## config.mk

```make
export PLATFORM = sky130hd
export DESIGN_NAME = rf_wb_arbiter_flat
export DESIGN_NICKNAME = d
export VERILOG_FILES = /design/src/rtl/rf_wb_arbiter_if.sv /design/src/rtl/rf_wb_arbiter.sv /design/src/flat_wrapper.sv
export SDC_FILE = /design/constraint.sdc
export NUM_CORES = 1
export LEC_CHECK = 0
export ABC_CLOCK_PERIOD_IN_PS = 2100
export CAP_MARGIN = 20
export CELL_PAD_IN_SITES_DETAIL_PLACEMENT = 1
export CELL_PAD_IN_SITES_GLOBAL_PLACEMENT = 2
export CORE_MARGIN = 2
export CORE_UTILIZATION = 23
export CTS_BUF_LIST = sky130_fd_sc_hd__clkbuf_4
export DETAILED_ROUTE_END_ITERATION = 7
export MAX_ROUTING_LAYER = met4
export PLACE_DENSITY = 0.88
export SLEW_MARGIN = 20
export SYNTH_ARGS = -nofsm -noshare
export SYNTH_HDL_FRONTEND = slang
export SYNTH_SLANG_ARGS = --single-unit
```

## constraint.sdc

```tcl
create_clock -name i_clk -period 2.1 [get_ports i_clk]
set_input_delay 0.42 -clock i_clk [delete_from_list [all_inputs] [get_ports i_clk]]
set_output_delay 0.42 -clock i_clk [all_outputs]
set_load 0.02 [all_outputs]
```

## src/rtl/rf_wb_arbiter_if.sv

```systemverilog
// Write-port bus between the two producers, the arbiter and the register file.
// The master side is the environment (producers plus register file); the
// slave side is the arbiter itself.
interface rf_wb_arbiter_if #(
    parameter int XLEN = 32,
    parameter int AW   = 5
);
    // Port A: in-order pipeline writeback
    logic            a_valid;
    logic            a_ready;
    logic [AW-1:0]   a_addr;
    logic [XLEN-1:0] a_data;

    // Port B: long-latency unit
    logic            b_valid;
    logic            b_ready;
    logic [AW-1:0]   b_addr;
    logic [XLEN-1:0] b_data;

    // Register file write port and hazard feedback
    logic            regwrite;
    logic [AW-1:0]   writereg_addr;
    logic [XLEN-1:0] writedata;
    logic            stall;

    modport master (
        output a_valid, a_addr, a_data,
        output b_valid, b_addr, b_data,
        input  a_ready, b_ready,
        input  regwrite, writereg_addr, writedata, stall
    );

    modport slave (
        input  a_valid, a_addr, a_data,
        input  b_valid, b_addr, b_data,
        output a_ready, b_ready,
        output regwrite, writereg_addr, writedata, stall
    );
endinterface

```

## src/rtl/rf_wb_arbiter.sv

```systemverilog
// Register-file write-port arbiter. Port A (pipeline writeback) has fixed
// priority; a saturating starvation counter force-grants port B after it has
// waited STARVE_MAX consecutive cycles. The register file write port is driven
// from registers, one cycle after the winning handshake.
module rf_wb_arbiter #(
    parameter int XLEN       = 32,
    parameter int AW         = 5,
    parameter int STARVE_MAX = 4     // legal range 1..15
) (
    input  logic                 i_clk,
    input  logic                 i_rst,   // asynchronous, active-low
    rf_wb_arbiter_if.slave       bus
);

    typedef enum logic {
        MODE_NORMAL,   // A has priority, B only gets idle cycles
        MODE_FORCE     // B has waited long enough and wins this cycle
    } arb_mode_e;

    localparam logic [3:0] STARVE_LIM = 4'(STARVE_MAX);

    logic [3:0]      r_starve;
    logic [3:0]      w_starve_nxt;
    arb_mode_e       w_mode;
    logic            w_a_ready;
    logic            w_b_ready;
    logic            w_a_xfer;
    logic            w_b_xfer;

    logic            r_regwrite;
    logic [AW-1:0]   r_waddr;
    logic [XLEN-1:0] r_wdata;

    // Arbitration: readies from the valids and the starvation count only,
    // so no addr/data path reaches any output combinationally.
    always_comb begin
        // NOTE: every always_comb output gets a default before any branch so
        // that no path leaves it unassigned, which would infer a latch.
        w_mode       = (r_starve == STARVE_LIM) ? MODE_FORCE : MODE_NORMAL;
        w_a_ready    = 1'b0;
        w_b_ready    = 1'b0;
        w_starve_nxt = r_starve;

        // Both readies are held low while reset is asserted.
        if (i_rst) begin
            case (w_mode)
                MODE_NORMAL: begin
                    w_a_ready = 1'b1;
                    w_b_ready = !bus.a_valid;
                end
                MODE_FORCE: begin
                    w_a_ready = !bus.b_valid;
                    w_b_ready = bus.b_valid;
                end
                default: begin
                    w_a_ready = 1'b0;
                    w_b_ready = 1'b0;
                end
            endcase
        end

        w_a_xfer = bus.a_valid && w_a_ready;
        w_b_xfer = bus.b_valid && w_b_ready;

        // Starvation credit is only kept while B keeps waiting.
        if (!bus.b_valid || w_b_xfer) begin
            w_starve_nxt = 4'd0;
        end else if (r_starve < STARVE_LIM) begin
            w_starve_nxt = r_starve + 4'd1;
        end
    end

    // Starvation counter register.
    always_ff @(posedge i_clk or negedge i_rst) begin
        // NOTE: sequential state uses non-blocking assignments so every
        // register samples pre-edge values regardless of block ordering.
        if (!i_rst) begin
            r_starve <= 4'd0;
        end else begin
            r_starve <= w_starve_nxt;
        end
    end

    // Register-file write port: latch the winner; x0 writes handshake but
    // never raise the write enable. Address/data hold when idle.
    always_ff @(posedge i_clk or negedge i_rst) begin
        if (!i_rst) begin
            r_regwrite <= 1'b0;
            r_waddr    <= '0;
            r_wdata    <= '0;
        end else if (w_a_xfer) begin
            r_regwrite <= (bus.a_addr != '0);
            r_waddr    <= bus.a_addr;
            r_wdata    <= bus.a_data;
        end else if (w_b_xfer) begin
            r_regwrite <= (bus.b_addr != '0);
            r_waddr    <= bus.b_addr;
            r_wdata    <= bus.b_data;
        end else begin
            r_regwrite <= 1'b0;
        end
    end

    assign bus.a_ready       = w_a_ready;
    assign bus.b_ready       = w_b_ready;
    assign bus.stall         = bus.a_valid && !w_a_ready;
    assign bus.regwrite      = r_regwrite;
    assign bus.writereg_addr = r_waddr;
    assign bus.writedata     = r_wdata;

endmodule
```

## src/flat_wrapper.sv

```systemverilog
// flat-port wrapper written by rule: the top's interface ports become plain ports
module rf_wb_arbiter_flat 
#(
    parameter int XLEN       = 32,
    parameter int AW         = 5,
    parameter int STARVE_MAX = 4                         
)
  (i_clk, i_rst, bus_a_valid, bus_a_addr, bus_a_data, bus_b_valid, bus_b_addr, bus_b_data, bus_a_ready, bus_b_ready, bus_regwrite, bus_writereg_addr, bus_writedata, bus_stall);
  rf_wb_arbiter_if #(.XLEN(XLEN), .AW(AW)) bus_i ();
  input  logic i_clk;
  input  logic i_rst;
  input wire logic [$bits(bus_i.a_valid)-1:0] bus_a_valid;
  input wire logic [$bits(bus_i.a_addr)-1:0] bus_a_addr;
  input wire logic [$bits(bus_i.a_data)-1:0] bus_a_data;
  input wire logic [$bits(bus_i.b_valid)-1:0] bus_b_valid;
  input wire logic [$bits(bus_i.b_addr)-1:0] bus_b_addr;
  input wire logic [$bits(bus_i.b_data)-1:0] bus_b_data;
  output wire logic [$bits(bus_i.a_ready)-1:0] bus_a_ready;
  output wire logic [$bits(bus_i.b_ready)-1:0] bus_b_ready;
  output wire logic [$bits(bus_i.regwrite)-1:0] bus_regwrite;
  output wire logic [$bits(bus_i.writereg_addr)-1:0] bus_writereg_addr;
  output wire logic [$bits(bus_i.writedata)-1:0] bus_writedata;
  output wire logic [$bits(bus_i.stall)-1:0] bus_stall;
  assign bus_i.a_valid = bus_a_valid;
  assign bus_i.a_addr = bus_a_addr;
  assign bus_i.a_data = bus_a_data;
  assign bus_i.b_valid = bus_b_valid;
  assign bus_i.b_addr = bus_b_addr;
  assign bus_i.b_data = bus_b_data;
  assign bus_a_ready = bus_i.a_ready;
  assign bus_b_ready = bus_i.b_ready;
  assign bus_regwrite = bus_i.regwrite;
  assign bus_writereg_addr = bus_i.writereg_addr;
  assign bus_writedata = bus_i.writedata;
  assign bus_stall = bus_i.stall;
  rf_wb_arbiter #(.XLEN(XLEN), .AW(AW), .STARVE_MAX(STARVE_MAX)) u_core (.i_clk(i_clk), .i_rst(i_rst), .bus(bus_i));
endmodule
```

==> results of run 1 <==
==> worst min path at each step <==
stage | from | to | cells after the start
floorplan | i_rst | u_core.bus.regwrite | 0
global placement | i_rst | u_core.r_starve[2] | 2
detailed placement | i_rst | u_core.r_starve[2] | 2
CTS | i_rst | u_core.r_starve[2] | 2
global route | i_rst | u_core.r_starve[3] | 2
finish | i_rst | u_core.r_starve[2] | 2
==> layer usage <==
metal	track usage [%]	wire, um	up-vias
met3	2.93	308	8
met5	-	0	-
met2	29.4	4510	65
met4	3.14	76	0
met1	20.0	3950	1252
li1	-	-	1163
==> registers in the layout, summed over array words and instances, names as in the netlist <==
name,flops
u_core.r_starve,4
u_core.bus.writereg_addr,5
u_core.bus.writedata,32
u_core.bus.regwrite,1
==> cells in the final DEF (no fill, tap or decap), drive strengths merged <==
master and count:
a311oi 2, xnor2 1, mux2i 1, and4b 1, nand3b 1, o21ai 38, a21oi 38, a41oi 37
nand4b 1, dlygate4sd2 1, clkbuf 6, nand2 1, o21a 2, nor2b 2, nor2 39, buf 25
or4 2, clkdlybuf4s50 112, nor3b 4, inv 3, clkinv 2, a21boi 1, ha 2, dfrtp 42
and2 1
==> through the flow <==
stage               power, mW  TNS, ns  instances  setup slack, ns
floorplan                1.34        0        248            0.255
global placement         1.79   -0.936        486           -0.350
detailed placement       1.81   -0.986        486           -0.364
CTS                      2.24        0        496           0.0773
global route             2.34  -0.0400        498          -0.0210
finish                   2.21        0        498           0.0994
==> power groups by stage <==
stage | Combinational [mW] | Sequential, mW | Clock, mW
after floorplan | 0.231 | 1.11 | 0
after global placement | 0.807 | 0.985 | 0
after CTS | 0.826 | 0.974 | 0.445
after global routing | 0.882 | 0.986 | 0.476
final | 0.818 | 0.972 | 0.419
after detailed placement | 0.821 | 0.989 | 0
==> area by class of cell <==
type / count / share of cell area (%)
clock buffer: 6 / 1.20
multi-input combinational: 174 / 30.1
tap: 133 / 4.45
clock inverter: 2 / 0.234
sequential: 42 / 28.1
inverter: 3 / 0.301
timing repair buffer: 138 / 35.6
==> cell families after synthesis <==
kind of cell,count (synthesis)
adder cells (fa/ha/maj),2
buffers and inverters,32
multiplexers,1
AO/OA/AOI/OAI,118
AND/OR/NAND/NOR,52
XOR/XNOR,1
flip-flops,42
==> timing repair <==
| item | 4_1_cts | 5_1_grt |
|---|---|---|
| resized for setup | 13 | 1 |
| buffers inserted | 2 | 2 |
| pin swaps | 0 | 0 |
| endpoints found under the setup margin | 3 | 3 |
==> worst max-delay path, cell delays in order (launching register included) <==
cell      delay (ns)
dfrtp_1         0.41
inv_1           0.06
ha_2            0.18
nand4b_1        0.12
and2_4          0.19
buf_4           0.13
buf_2           0.15
==> results.md, run 1 <==
- Pins over their slew limit: 0
- First-pass GRT wire length: 14,100 um
- Mapped Nets: 328
- Share of the synthesized area in the top cell type: 45.1%
- Worst-path fanout max: 3
- Seq/Total Area, Yosys: 45.1%
- Netlist Area Pre-Place: 2330 sq um
- Xor and xnor fraction of the mapped netlist area: 0.376%
- Endpoints failing setup: 0
- Fin crit share: 95.3%
- Synth Area in Simple Gates: 10.4%
- Nets: 444
- Minimum clock period: 2.00 ns
- Max Clk Rate: 500 MHz
- Number of port buffers: 118
- Buffers from clock root to sink, at most: 2
- Largest net degree at the start of global routing: 39
- Antenna-violating nets left: 0
- CTS root buffer: clkbuf_4
- Int Pwr: 1.47 mW
- I/O pin total: 119
- Area of the multi-input gates: 1130 sq um
- Area Growth Syn to Fin: 60.5%
- Clock slew seen by the registers of the worst setup and hold paths: 0.13 ns
- Die area: 11,000 sq um
- Worst setup endpoint: bus_a_ready
- Avg Inst Size Synth: 9.40 sq um
- Status: finished, final reports clean
- Clock power share: 19.0%
- Pleak: 1.39 nW
- Combinational family with the most area after synthesis: compound AO/OA/AOI/OAI gates
- GRT Residual Overflow: 0
- Worst setup EP type: output port
- Chip Width: 105 um
- Endpoints failing hold: 0
- WHS: 0.0531 ns
- Commonest cells post-synth: dfrtp_1 (42), nor2_1 (39), a21oi_1 (38)
- VDD IR-drop max: 0.000234 V
- Cts hold-fix bufs: 0
- Ys Warns: 0
- Placed Area: 3670 sq um
- Dpl hpwl: 6170 um
- Ant. Diodes: 0
- Mux cell area share after synthesis: 0.429%
- CP Launch Point: u_core.r_starve[1]
- Layout cells sized above 1: 12.6%
- Most instantiated library cell after synthesis: dfrtp_1
- Drt drc: 0
- Combinational share of power: 37.0%
- Starting utilization of the core area: 23.7%
- Clock Skew: 0.00692 ns
- Ranking of synthesized cells by area: dfrtp_1 (45%), a41oi_1 (10%), a21oi_1 (8.2%)
- CTS tree: yes
- GPL Wtd Cong: 0.735
- R2r setup slk: 0.34 ns
- Worst R2R End: u_core.bus.regwrite
- Register area: 1050 sq um
- Cells after Synth: 248
- Fin util: 38.1%
- Initial antenna violation count: 0
- Die extent in y: 105 um
- Critical R2R Launch: u_core.r_starve[1]
- Fillers: 1,184
- Rel. slew slack: 66.7%
- Gr usage total: 16.6%
- WP data arrival: 1.58 ns
- Post-DR wirelength/cell: 17.8 um
- Max Cap Viol: 0
- Worst min-delay path class: in -> async
- Sink Count: 42
- Post-Synth Adder-Cell Area: 1.07%
- Initial DRC count: 101
- Synth Register Bits: 42
- Fraction of registers with async set/reset: 100%
- Core Region: 9820 sq um
- Htree depth: 2
- Worst-margin pin slew: 0.496 ns
- Worst setup SP type: register
- NetSw: 0.736 mW
- Cts bufs inserted: 5
- Yosys top cell by area: dfrtp_1
- CP Class: reg -> out
- FP Rows: 36
- Clk Latency, worst-skew pair: 0.35 ns
- Total number of vias: 2,488
- Vias in the first global route: 2,644
- R2R depth: 7
- Sw Ratio: 33.3%
- Worst Path Required: 1.68 ns
- Fraction of the mapped netlist area in compound gates: 35.6%
- Synth Flop Type: dfrtp_1
- Sequential share of power: 44.0%
- Number of synthesized flops with an enable pin: 0
- Post-route cell area: 3740 sq um
- Vias per inst: 5.00
- PwrDens: 590 nW/um^2
- Count of unique library cells instantiated by Yosys: 29
- DRT Pass-1 Iters: 4
- WL final: 8850 um
Note: power is estimated with default switching activity, not from simulation.
==> inputs of run 2 (changes only) <==
Settings changed: ABC_AREA from default to 0, SKIP_CTS_REPAIR_TIMING from default to 1.
==> run 2 against run 1 <==
Clock skew about the same. Combinational power shrank 0.6%. Sequential power barely moved. Die area unchanged. Global-route usage is 0.11 points lower. Cell count is 0.40% lower. Total power fell by 0.26%. Maximum frequency is 1.0% lower. Count of clock-buffer cells in the layout did not move. Flip-flop and latch count stayed put. Critical path type is now in -> out. Highest routed layer unchanged.
==> results.md, run 2 (synthesis gave the netlist of run 1 again) <==
- Status: finished, final reports clean
- Cts bufs inserted: 5 (unchanged)
- Worst-path fanout max: 4 (+1)
- WL final: 8830 um (-0.29%)
- VDD IR-drop max: 0.000236 V (+0.73%)
- Fin crit share: 96.3% (+1.0 points)
- Clock slew seen by the registers of the worst setup and hold paths: 0.13 ns (about the same)
- Worst min-delay path class: in -> async
- Initial antenna violation count: 0 (unchanged)
- Number of port buffers: 118 (unchanged)
- GPL Wtd Cong: 0.735 (unchanged)
- RSZ-0062 raised after global routing: true
- Commonest non-fill, non-tap cell in the layout: clkdlybuf4s50_1
- Htree depth: 2 (unchanged)
- Setup TNS: 0 ns (unchanged)
- Pins over their slew limit: 0 (unchanged)
- Max FFs per register: 32 (unchanged)
- NetSw: 0.734 mW (-0.27%)
- Max Clk Rate: 495 MHz (-1.0%)
- Fillers: 1,182 (-0.17%)
- Die extent in y: 105 um (unchanged)
- Vias per inst: 5.04 (+0.93%)
- Area of the multi-input gates: 1130 sq um (+0.22%)
- Sw Ratio: 33.3% (about the same)
- Buffers from clock root to sink, at most: 2 (unchanged)
- Max Cap Viol: 0 (unchanged)
- Worst setup EP type: output port
- Sink Count: 42 (unchanged)
- Clk Latency, worst-skew pair: 0.35 ns (about the same)
- Core Region: 9820 sq um (unchanged)
- Sequential share of power: 44.2% (+0.2 points)
- Worst-margin pin slew: 0.504 ns (+0.00870 ns)
- PwrDens: 590 nW/um^2 (-0.12%)
- I/O pin total: 119 (unchanged)
- CTS root buffer: clkbuf_4
- CTS tree: yes
- Antenna-violating nets left: 0 (unchanged)
- Final Power: 2.20 mW (-0.26%)
- FP Rows: 36 (unchanged)
- Pleak: 1.38 nW (-0.68%)
- Area Growth Syn to Fin: 60.3%
- First-pass GRT wire length: 14,000 um (-0.73%)
- Fin util: 38.0% (-0.051 points)
- Clock power share: 18.9% (about the same)
- Dpl ws: -0.364 ns (unchanged)
- Endpoints failing setup: 0 (unchanged)
- Register area: 1050 sq um (unchanged)
- Worst setup SP type: input pin
- CP Class: in -> out
- Starting utilization of the core area: 23.7% (unchanged)
- Dpl hpwl: 6170 um (unchanged)
- Rel. slew slack: 66.1% (-0.59 points)
- Worst Path Required: 1.68 ns (about the same)
- Int Pwr: 1.47 mW (-0.25%)
- Most frequent cells in the layout: clkdlybuf4s50_1 (113), dfrtp_1 (42), nor2_1 (39)
- Die area: 11,000 sq um (unchanged)
- Post-DR wirelength/cell: 17.8 um (+0.11%)
- Initial DRC count: 113 (+12%)
- Ant. Diodes: 0 (unchanged)
- Drt drc: 0 (unchanged)
- Largest net degree at the start of global routing: 39 (unchanged)
- Gr usage total: 16.5% (-0.11 points)
- Clock Skew: 0.00691 ns (-0.00000369 ns)
- Total number of vias: 2,501 (+0.52%)
- WP data arrival: 1.60 ns (+0.02 ns)
- Vias in the first global route: 2,633 (-0.42%)
- Endpoints failing hold: 0 (unchanged)
- Nets: 442 (-0.45%)
- Chip Width: 105 um (unchanged)
- Minimum clock period: 2.02 ns (+0.0210 ns)
- Layout cells sized above 1: 12.4% (-0.21 points)
- GRT Residual Overflow: 0 (unchanged)
- DRT Pass-1 Iters: 4 (unchanged)
- Combinational share of power: 36.9% (about the same)
- Worst setup margin: 0.0784 ns (-0.0210 ns)
[run 2: cell count changes in the layout (fill, tap and decap cells not counted)]
| cell | before | now |
|---|---|---|
| buf_2 | 4 | 3 |
| nor2b_2 | 0 | 1 |
| buf_4 | 19 | 17 |
| buf_6 | 0 | 1 |
| dlygate4sd2_1 | 1 | 0 |
| nor2b_1 | 2 | 1 |
| clkdlybuf4s50_1 | 112 | 113 |
[run 2: per-layer routing]
layer	vias up	global-route usage, %	routed length (um)
met2	67	29.2	4500
li1	1161	-	-
met4	0	3.14	75
met3	8	2.81	295
met5	-	-	0
met1	1265	19.9	3960
[run 2: layout make-up]
cell class                 count  share of cell area [%]
clock inverter                 2                   0.234
multi-input combinational    174                    30.2
timing repair buffer         136                    35.5
sequential                    42                    28.1
inverter                       3                   0.301
clock buffer                   6                    1.21
tap                          133                    4.45
[run 2: power groups by stage]
stage          registers (mW)  clock network [mW]  logic (mW)
6_report                0.973               0.417       0.813
5_1_grt                 0.987               0.476       0.876
4_1_cts                 0.975               0.445       0.824
3_5_place_dp            0.989                   0       0.821
3_3_place_gp            0.985                   0       0.807
2_1_floorplan            1.11                   0       0.231
[run 2: critical path: stages]
cell and delay, ns:
clkdlybuf4s50_1 0.58, nand4b_1 0.15, and2_4 0.17, buf_4 0.13
buf_2 0.15
[run 2: final timing paths]
path,start,to,slack (ns),depth (start not counted)
max reg2reg,u_core.r_starve[1],u_core.bus.regwrite,0.32,7
min reg2reg,u_core.bus.writedata[22],u_core.bus.writedata[22],0.54,2
max,bus_b_valid,bus_a_ready,0.08,5
min,i_rst,u_core.r_starve[2],0.06,2
min in group i_clk,u_core.bus.writedata[22],u_core.bus.writedata[22],0.54,2
max in group asynchronous,i_rst,u_core.bus.writedata[18],1.68,2
[run 2: per-stage QoR]
stage          hold slack, ns  std cells  area, sq um
5_1_grt                0.0411        496         3740
3_5_place_dp            0.446        486         3670
3_3_place_gp            0.435        486         3670
4_1_cts                0.0389        494         3720
2_1_floorplan           0.124        248         2330
6_report               0.0578        496         3740
